==> config.mk <==
export PLATFORM = sky130hd
export DESIGN_NAME = harmonic_spacing_index_n
export DESIGN_NICKNAME = d
export VERILOG_FILES = /design/src/rtl/harmonic_spacing_index_n.sv
export SDC_FILE = /design/constraint.sdc
export NUM_CORES = 1
export LEC_CHECK = 0
export ABC_CLOCK_PERIOD_IN_PS = 7800
export CAP_MARGIN = 5
export CORE_UTILIZATION = 41
export DETAILED_ROUTE_END_ITERATION = 10
export PLACE_DENSITY = 0.73
export SYNTH_ARGS = -nofsm -noshare
export SYNTH_HDL_FRONTEND = slang
export SYNTH_SLANG_ARGS = --single-unit
==> constraint.sdc <==
create_clock -name clk -period 7.8 [get_ports clk]
set_input_delay 1.95 -clock clk [delete_from_list [all_inputs] [get_ports clk]]
set_output_delay 1.95 -clock clk [all_outputs]
set_load 0.005 [all_outputs]
==> src/rtl/harmonic_spacing_index_n.sv <==
// Harmonic spacing index: scores how closely adjacent omega ratios track a target ratio.
// One serial restoring divider is shared by all pairs. Define HSI_PAIR_DEV_EN to build pair_dev.
module harmonic_spacing_index_n #(
  parameter int WIDTH      = 18,
  parameter int FRAC       = 14,
  parameter int N_CH       = 5,
  parameter int GAIN_SHIFT = 2,
  parameter int AVG_SHIFT  = 8,
  parameter int LOCK_ON    = 14746,
  parameter int LOCK_OFF   = 13107,
  parameter int LOCK_HOLD  = 3
) (
  input  logic                         clk,
  input  logic                         rst_n,
  input  logic                         clk_en,
  input  logic [N_CH*WIDTH-1:0]        omega_flat,
  input  logic [WIDTH-1:0]             target_ratio,
  output logic [WIDTH-1:0]             hsi,
  output logic signed [WIDTH-1:0]      delta_hsi,
  output logic                         harmonic_locked,
  output logic                         hsi_valid,
  output logic                         busy,
  output logic                         overrun,
  output logic [(N_CH-1)*WIDTH-1:0]    pair_dev
);

  localparam int P      = N_CH - 1;
  localparam int IDX_W  = $clog2(N_CH);
  localparam int SUM_W  = WIDTH + $clog2(P);
  localparam int DIV_W  = WIDTH + FRAC;
  localparam int CNT_W  = $clog2(WIDTH + 1);
  localparam int PROD_W = SUM_W + FRAC + 1;
  localparam int HOLD_W = $clog2(LOCK_HOLD + 1);
  localparam int INV_P  = (1 << FRAC) / P;
  localparam logic [WIDTH-1:0] ONE     = WIDTH'(1) << FRAC;
  localparam logic [WIDTH-1:0] R_MAX   = {1'b0, {(WIDTH-1){1'b1}}};
  localparam logic [WIDTH-1:0] DEV_MAX = '1;

  typedef enum logic [2:0] {IDLE, LOAD, DIV, ACC, SCORE, UPDATE} state_t;

  function automatic logic [WIDTH-1:0] score_of(input logic [WIDTH-1:0] dev);
    logic [WIDTH+GAIN_SHIFT-1:0] sh;
    sh = (WIDTH+GAIN_SHIFT)'(dev) << GAIN_SHIFT;
    if (sh >= (WIDTH+GAIN_SHIFT)'(ONE)) return '0;
    return ONE - sh[WIDTH-1:0];
  endfunction

  function automatic logic [WIDTH-1:0] hsi_of(input logic [SUM_W-1:0] s);
    logic [PROD_W-1:0] p;
    logic [PROD_W-1:0] q;
    p = PROD_W'(s) * PROD_W'(INV_P);
    q = p >> FRAC;
    return (q > PROD_W'(ONE)) ? ONE : q[WIDTH-1:0];
  endfunction

  function automatic logic signed [WIDTH-1:0] sat_delta(input logic signed [WIDTH:0] d);
    if (d[WIDTH] != d[WIDTH-1])
      return d[WIDTH] ? {1'b1, {(WIDTH-1){1'b0}}} : {1'b0, {(WIDTH-1){1'b1}}};
    return d[WIDTH-1:0];
  endfunction

  state_t state_q, state_d;
  logic [IDX_W-1:0] idx_q, idx_hi;
  logic [CNT_W-1:0] div_cnt_q;

  logic signed [WIDTH-1:0] omega_p0 [N_CH];
  logic [WIDTH-1:0]        target_p0;
  logic [DIV_W-1:0]        rem_p1, den_p1;
  logic [WIDTH-1:0]        lo_p1, quo_p1;
  logic                    ovf_p1;
  logic [SUM_W-1:0]        sum_p2;
  logic [WIDTH-1:0]        hsi_next_p2;

  logic [WIDTH-1:0]        hsi_q;
  logic signed [WIDTH-1:0] delta_q;
  logic signed [WIDTH:0]   baseline_p2;
  logic                    seen_q, lock_q, lock_d, valid_q, overrun_q;
  logic [HOLD_W-1:0]       hold_q, hold_d;

  logic signed [WIDTH-1:0] om_lo, om_hi;
  logic [DIV_W-1:0]        num_full, trial;
  logic                    q_bit, pair_bad;
  logic [WIDTH-1:0]        ratio, dev_raw, pair_score;
  logic signed [WIDTH:0]   base_diff, base_ema;

  assign idx_hi   = idx_q + IDX_W'(1);
  assign om_lo    = omega_p0[idx_q];
  assign om_hi    = omega_p0[idx_hi];
  assign num_full = {om_hi, {FRAC{1'b0}}};
  // A set MSB in rem means the shifted trial exceeds any denominator.
  assign trial    = {rem_p1[DIV_W-2:0], lo_p1[WIDTH-1]};
  assign q_bit    = rem_p1[DIV_W-1] | (trial >= den_p1);

  assign pair_bad   = om_lo[WIDTH-1] | (om_lo == '0) | om_hi[WIDTH-1];
  assign ratio      = (ovf_p1 | quo_p1[WIDTH-1]) ? R_MAX : quo_p1;
  assign dev_raw    = (ratio >= target_p0) ? ratio - target_p0 : target_p0 - ratio;
  assign pair_score = pair_bad ? '0 : score_of(dev_raw);

  assign base_diff = $signed({1'b0, hsi_next_p2}) - baseline_p2;
  assign base_ema  = baseline_p2 + (base_diff >>> AVG_SHIFT);

  always_comb begin
    state_d = state_q;
    case (state_q)
      IDLE:    if (clk_en) state_d = LOAD;
      LOAD:    state_d = DIV;
      DIV:     if (div_cnt_q == CNT_W'(WIDTH-1)) state_d = ACC;
      ACC:     state_d = (idx_q == IDX_W'(P-1)) ? SCORE : LOAD;
      SCORE:   state_d = UPDATE;
      UPDATE:  state_d = IDLE;
      default: state_d = IDLE;
    endcase
  end

  always_comb begin
    hold_d = '0;
    lock_d = lock_q;
    if (hsi_next_p2 >= WIDTH'(LOCK_ON))
      hold_d = (hold_q == HOLD_W'(LOCK_HOLD)) ? hold_q : hold_q + HOLD_W'(1);
    if (hsi_next_p2 < WIDTH'(LOCK_OFF))
      lock_d = 1'b0;
    else if (hold_d == HOLD_W'(LOCK_HOLD))
      lock_d = 1'b1;
  end

`ifdef HSI_PAIR_DEV_EN
  logic [WIDTH-1:0]   dev_p1 [P];
  logic [P*WIDTH-1:0] pair_dev_q;
  assign pair_dev = pair_dev_q;
`else
  assign pair_dev = '0;
`endif

  // p0 capture / p1 serial divide / p2 score accumulate
  always_ff @(posedge clk) begin
    case (state_q)
      IDLE: if (clk_en) begin
        for (int c = 0; c < N_CH; c++) omega_p0[c] <= omega_flat[c*WIDTH +: WIDTH];
        target_p0 <= target_ratio;
        sum_p2    <= '0;
      end
      LOAD: begin
        rem_p1 <= DIV_W'(num_full[DIV_W-1:WIDTH]);
        lo_p1  <= num_full[WIDTH-1:0];
        den_p1 <= DIV_W'($unsigned(om_lo));
        ovf_p1 <= DIV_W'(num_full[DIV_W-1:WIDTH]) >= DIV_W'($unsigned(om_lo));
        quo_p1 <= '0;
      end
      DIV: begin
        rem_p1 <= q_bit ? trial - den_p1 : trial;
        quo_p1 <= {quo_p1[WIDTH-2:0], q_bit};
        lo_p1  <= lo_p1 << 1;
      end
      ACC: begin
        sum_p2 <= sum_p2 + SUM_W'(pair_score);
`ifdef HSI_PAIR_DEV_EN
        dev_p1[idx_q] <= pair_bad ? DEV_MAX : dev_raw;
`endif
      end
      SCORE: hsi_next_p2 <= hsi_of(sum_p2);
      default: ;
    endcase
  end

  // p2 -> outputs: baseline, delta and lock hysteresis
  always_ff @(posedge clk or negedge rst_n) begin
    if (!rst_n) begin
      state_q     <= IDLE;
      idx_q       <= '0;
      div_cnt_q   <= '0;
      hsi_q       <= '0;
      delta_q     <= '0;
      baseline_p2 <= '0;
      seen_q      <= 1'b0;
      hold_q      <= '0;
      lock_q      <= 1'b0;
      valid_q     <= 1'b0;
      overrun_q   <= 1'b0;
`ifdef HSI_PAIR_DEV_EN
      pair_dev_q  <= '0;
`endif
    end else begin
      state_q <= state_d;
      valid_q <= (state_q == UPDATE);
      if (clk_en && state_q != IDLE) overrun_q <= 1'b1;
      case (state_q)
        IDLE: if (clk_en) idx_q <= '0;
        LOAD: div_cnt_q <= '0;
        DIV:  div_cnt_q <= div_cnt_q + CNT_W'(1);
        ACC:  idx_q <= idx_hi;
        UPDATE: begin
          hsi_q  <= hsi_next_p2;
          hold_q <= hold_d;
          lock_q <= lock_d;
          seen_q <= 1'b1;
          if (!seen_q) begin
            baseline_p2 <= $signed({1'b0, hsi_next_p2});
            delta_q     <= '0;
          end else begin
            baseline_p2 <= base_ema;
            delta_q     <= sat_delta(base_diff);
          end
`ifdef HSI_PAIR_DEV_EN
          for (int p = 0; p < P; p++) pair_dev_q[p*WIDTH +: WIDTH] <= dev_p1[p];
`endif
        end
        default: ;
      endcase
    end
  end

  assign hsi             = hsi_q;
  assign delta_hsi       = delta_q;
  assign harmonic_locked = lock_q;
  assign hsi_valid       = valid_q;
  assign busy            = (state_q != IDLE);
  assign overrun         = overrun_q;

endmodule

Yosys cells after proc, flatten, opt, wreduce, memory -nomap -nowiden --
Memory sizes are Yosys's and may differ from the RTL's. Cells that the tools add are included.
Word-level totals: flip-flop bits (word level) 215, RAM bits 90, input port bits 111, output and inout bits 112, logic and storage cells 98, memories kept 1
Memories:
- omega_p0 | words 5, bits a word 18, read ports 2, clocked after Yosys merged registers in 0, write ports 5, RTL line 66 | logic signed [WIDTH-1:0] omega_p0 [N_CH];
Cells by class: $add $sub $neg 10, magnitude comparators 7, equal/unequal tests 12, mux-type cells 34, bitwise gates (word level) 4, reduce and logical (&&, ||, !) cells 11
Operator list (number):
- $mux W18 | 9
- $pmux W18 S2 | 2
- $pmux W32 S2 | 1
- $pmux W20 S2 | 1
- $sub A18 B18 Y18 | 2
- $ge A32 B18 Y1 | 1
- $mux W32 | 1
- $sub A32 B18 Y32 | 1
- $add A20 B18 Y20 | 1
- $ge A20 B15 Y1 const B | 1
- $mux W20 | 1
- $add A19 B11 Y19 | 1
- $mux W19 | 1
- $sub A19 B19 Y19 | 1
- $ge A14 B18 Y1 | 1
- $ge A18 B14 Y1 const B | 1
- $ge A18 B18 Y1 | 1
- $gt A18 B15 Y1 const B | 1
- $logic_not A18 Y1 | 1
- $lt A18 B14 Y1 const B | 1
- $sub A15 B18 Y18 const A | 1
- $pmux W3 S5 | 1
- $mux W3 | 4
- $pmux W5 S2 | 1
- other kinds (19) | 41

Longest topological paths before layout --
word-level depth 10, mapped depth 30, depth with buffers taken out 27

Worst setup path after synthesis --
Ideal clock, no wire load.
kind flip-flop to flip-flop, start register quo_p1[17], end register sum_p2[18], data pin, setup time 0.135 ns, data arrival time 6.062 ns, required time 7.665 ns, slack 1.604 ns, cell stages (with the launch flop) 31, path buffers 3, clock period less this slack 6.196 ns, cells stage by stage edfxtp_1 -> clkbuf_1 -> or3_1 -> inv_1 -> ha_1 -> fa_1 -> and2b_1 -> o2111ai_1 -> and3b_1 -> or3_1 -> buf_2 -> nand4_1 -> a41oi_1 -> a311o_1 -> nor4_4 -> nand4_2 -> buf_6 -> nor2_1 -> ha_1 -> inv_1 -> fa_1 -> nor2b_1 -> o21ai_0 -> a21boi_0 -> o21ai_0 -> a21boi_0 -> o21ai_0 -> a21boi_0 -> o21ai_0 -> or4_1 -> nand3_1
Between the ends: word-level cells in the longest chain between the ends 10, elaborated cells on any way between the ends 13, those cells by class add/sub: 4; order compare: 2; mux: 6; bitwise: 1
Ends and longest elaborated chain:
- from (decl) | RTL line 69 | logic [WIDTH-1:0] lo_p1, quo_p1;
- from (signal assigned) | RTL line 151 | quo_p1 <= {quo_p1[WIDTH-2:0], q_bit};
- $or A1 B1 Y1 | RTL line 95 | assign ratio = (ovf_p1 | quo_p1[WIDTH-1]) ? R_MAX : quo_p1;
- $mux W18 (*) | RTL line 95
- $sub A18 B18 Y18 / $ge A18 B18 Y1 (equally long branches) | RTL line 96 | assign dev_raw = (ratio >= target_p0) ? ratio - target_p0 : target_p0 - ratio;
- $mux W18 (*) | RTL line 96
- $ge A20 B15 Y1 | RTL line 44 | if (sh >= (WIDTH+GAIN_SHIFT)'(ONE)) return '0;
- $mux W1 | RTL line 44
- $mux W18 (*) | RTL line 45 | return ONE - sh[WIDTH-1:0];
- $mux W18 (*) | RTL line 97 | assign pair_score = pair_bad ? '0 : score_of(dev_raw);
- $add A20 B18 Y20 (*) | RTL line 155 | sum_p2 <= sum_p2 + SUM_W'(pair_score);
- $pmux W20 S2 (*) | RTL line 136 | case (state_q)
- to (signal assigned) | RTL line 155
- to (decl) | RTL line 71 | logic [SUM_W-1:0] sum_p2;
Every way passes the cells marked *; elsewhere a longest branch is shown, timed or not. A chain may end at the register's enable or synchronous reset.

Worst setup path after layout --
Same ends and word-level chain as after synthesis.

==> impl_metrics.env <==
export IMPL_status="finished clean"
export IMPL_fmax_ghz=0.140
export IMPL_vias_per_cell=5.31
export IMPL_synth_area_sq_um=18500
export IMPL_synthToLayoutAreaGrowth_pct=16.5
export IMPL_drive_gt1_share_pct=7.51
export IMPL_port_buffers=150
export IMPL_switching_share_pct=20.6
export IMPL_clkTransAtPathRegs_ps=60
export IMPL_wirelength_microns=42100
export IMPL_antenna_found_initial=0
export IMPL_initial_utilization_pct=41.7
export IMPL_htreeDepth=2
export IMPL_finish_net_count=2161
export IMPL_first_global_vias=13300
export IMPL_finalCritPeriodShare_pct=91.6
export IMPL_power_mw=3.37
export IMPL_avgSynthCellArea_sq_um=10.5
export IMPL_synth_flop_cell="edfxtp_1"
export IMPL_syn_inst=1766
export IMPL_vdd_ir_drop_max_mv=0.159
export IMPL_layout_cells_non_filler=2537
export IMPL_n_fill_cell=4009
export IMPL_synth_area_leader_cell="edfxtp_1"
export IMPL_drc=0
export IMPL_cp_required_ps=8190
export IMPL_powerDensity_nw_per_um2=156
export IMPL_place_gp_congestion=0.884
export IMPL_grt_overflow_total=0
export IMPL_hold_violations=0
export IMPL_finalSetupTns_ps=0
export IMPL_synth_top_cell_area_share_pct=35.2
export IMPL_setup_viol=0
export IMPL_postRouteAntennaNets=0
export IMPL_clockBufferDepth=3
export IMPL_cts_setup_buffers=0
export IMPL_dp_cells=2475
export IMPL_ys_seq_area_share_pct=45.0
export IMPL_tightest_slew_ps=986
export IMPL_rsz0062_at_grt="no"
export IMPL_wl_per_cell_microns=16.6
export IMPL_grt_max_degree=73
export IMPL_pwr_share_comb_pct=2.9
export IMPL_post_synth_num_cell_types=78
export IMPL_async_flop_share_pct=24.9
export IMPL_die_area_sq_um=46000
export IMPL_clockRootBuffer="clkbuf_16"
export IMPL_ctsHoldBuffers=0
export IMPL_drtIter0Drc=802
export IMPL_die_h_microns=214
export IMPL_arrival_ps=7540
export IMPL_hp_class="reg2reg"
export IMPL_leakage_nw=8.92
export IMPL_ys_warnings_count=0
export IMPL_row_count=77
export IMPL_start_kind="register"
export IMPL_internal_power_mw=2.68
export IMPL_critPathKind="reg2reg"
export IMPL_drv_slew=0
export IMPL_switchingPower_uw=694
export IMPL_ys_ff_latch=289
export IMPL_ios=223
export IMPL_crit_path_end_kind="register"
export IMPL_worstPathMaxFanout=17
export IMPL_track_usage_pct=18.0
export IMPL_period_needed_ps=7140
export IMPL_numCtsBuffers=34
export IMPL_die_x_microns=214
export IMPL_worstSkewPairLatency_ps=550
export IMPL_cap_viol_max_count=0
export IMPL_vias=13500
export IMPL_max_slew_margin_pct=34.0
export IMPL_grt_pass1_wl_microns=67800
export IMPL_dp_hpwl_microns=31500
export IMPL_clock_skew_ps=29.7
export IMPL_dr_pass1_iters=5
export IMPL_synth_area_top_cells="edfxtp_1 35%, dfrtp_1 9.7%, ha_1 8.5%"
export IMPL_core_area_sq_um=44300
export IMPL_cts_tree="done"
export IMPL_clockPowerShare_pct=48.3
export IMPL_cts_sinks=289
export IMPL_synth_edf_count=217
export IMPL_diodes=0
export IMPL_seqPwrFrac_pct=48.8
-- repair_timing --
action                                 in CTS  in global routing
resized for setup                           0                  1
endpoints found under the hold margin       0                  0
setup endpoints to repair                   0                  2
-- placed cells by master, fill, tap and decap left out, types with 12 or more instances in the layout --
cell | netlist | routed
nand2b_1 | 12 | 12
a221o_1 | 16 | 16
nor4_1 | 14 | 14
or3_1 | 33 | 33
dfrtp_1 | 72 | 71
nor2b_1 | 22 | 21
nand3_1 | 28 | 28
nor2_1 | 129 | 129
ha_1 | 125 | 125
mux2i_1 | 32 | 32
o21ai_0 | 73 | 73
edfxtp_1 | 217 | 217
nor3_1 | 40 | 40
a21oi_1 | 96 | 96
nand2_1 | 169 | 169
and2_1 | 44 | 44
clkbuf_16 | 0 | 35
xor2_1 | 31 | 31
xnor2_1 | 47 | 47
a21o_1 | 38 | 38
mux2_2 | 15 | 15
conb_1 | 1 | 79
o211ai_1 | 12 | 12
mux4_2 | 23 | 23
and3_1 | 12 | 12
o21a_1 | 22 | 22
inv_1 | 125 | 123
buf_4 | 76 | 25
clkdlybuf4s50_1 | 0 | 149
-- synth_stat cells, types with 8 or more instances --
cell,number
or3_1,33
ha_1,125
o21ai_0,73
o21a_1,22
dfrtp_1,72
buf_4,76
mux2_2,15
a211oi_1,10
a221o_1,16
nor3_1,40
and2_1,44
nor2b_1,22
nor4_1,14
nand4_1,11
mux4_1,11
edfxtp_1,217
a21boi_0,9
nand2b_1,12
a21o_1,38
xor2_1,31
mux2i_1,32
clkbuf_1,37
buf_2,14
mux4_2,23
o21bai_1,9
nor2_1,129
xnor2_1,47
nand2_1,169
o211ai_1,12
or2_2,8
o31ai_1,9
inv_1,125
and3_1,12
a31oi_1,10
a21oi_1,96
nand3_1,28
-- sequential cells by signal, indices dropped and copies added, names as in the netlist, 2 cells and up --
name,cells
baseline_p2,19
delta_hsi,18
den_p1,18
div_cnt_q,5
hold_q,2
hsi,18
hsi_next_p2,18
idx_q,3
lo_p1,4
omega_p0,90
quo_p1,18
rem_p1,32
state_q,3
sum_p2,18
target_p0,18
-- kinds of logic (layout without fill, tap and decap cells) --
| group | after synthesis | after routing | share of synthesized area (%) |
|---|---|---|---|
| xor+xnor | 79 | 79 | 3.84 |
| buf+inv | 261 | 362 | 7.18 |
| simple gates | 554 | 554 | 14.6 |
| other cells | 1 | 79 | 0.0203 |
| mux | 81 | 81 | 7.01 |
| flops | 289 | 289 | 45.0 |
| compound gates | 370 | 370 | 13.3 |
| fa+ha+maj | 131 | 131 | 9.10 |
-- layer usage --
| layer | track usage, % | vias to the layer above | part of all wire (%) |
|---|---|---|---|
| met5 | 0 | - | 0 |
| met4 | 6.02 | 0 | 2.3 |
| met3 | 2.81 | 59 | 4.6 |
| met2 | 29.5 | 350 | 47 |
| met1 | 24.4 | 6478 | 46 |
| li1 | - | 6587 | - |
-- area by class of cell --
class | count | area [sq um] | share of cell area [%]
clock buffers | 39 | 901 | 4.18
flip-flops and latches | 289 | 8320 | 38.6
inverters | 126 | 475 | 2.21
repair buffers | 174 | 1680 | 7.79
well taps | 592 | 741 | 3.44
clock inverters | 23 | 259 | 1.20
multi-input cells | 1294 | 9180 | 42.6
-- power groups by stage --
stage	combinational (mW)	clock (mW)	sequential [mW]
3_5_place_dp	0.0966	0	1.68
3_3_place_gp	0.0959	0	1.68
4_1_cts	0.0968	1.68	1.65
5_1_grt	0.106	1.73	1.65
2_1_floorplan	0.0528	0	1.68
6_report	0.0971	1.63	1.65
-- metrics by stage --
stage	util (%)	hold slack (ps)	setup WS [ps]	cell area [sq um]
6_report	48.6	459	656	21600
5_1_grt	48.6	479	33.0	21600
3_5_place_dp	46.0	452	729	20400
3_3_place_gp	46.0	442	888	20400
4_1_cts	48.6	465	657	21500
2_1_floorplan	-	451	1600	18800
-- path summary, 6_finish.rpt --
check | cells past startpoint | from | slack, ps | end
setup / recovery | 25 | quo_p1[17]$_SDFFCE_PN0P_ | 660 | sum_p2[18]$_SDFFCE_PN0P_
hold / removal | 1 | overrun$_DFFE_PN0P_ | 460 | overrun$_DFFE_PN0P_
max in group asynchronous | 1 | rst_n | 5550 | idx_q[0]$_DFFE_PN0P_
setup reg to reg | 25 | quo_p1[17]$_SDFFCE_PN0P_ | 660 | sum_p2[18]$_SDFFCE_PN0P_
hold reg to reg | 1 | overrun$_DFFE_PN0P_ | 460 | overrun$_DFFE_PN0P_
min in group asynchronous | 1 | rst_n | 1560 | overrun$_DFFE_PN0P_
-- critical path, cell delays in order (launching register included) --
cell and delay [ps]:
edfxtp_1 580, or3_1 480, ha_1 530, and4_1 320, nand3_1 150, o311a_1 440, o22a_1 410, a21boi_0 320
o31ai_1 110, a311o_1 410, nor4_4 320, nand4_2 220, nor2_1 140, ha_1 180, inv_1 60, fa_1 380
nor2b_1 170, o21ai_0 120, a21boi_0 240, o21ai_0 140, a21boi_0 270, o21ai_0 150, a21boi_0 250, o21ai_0 130
or4_1 410, nand3_1 90
Power figures use the tool's default switching activity.
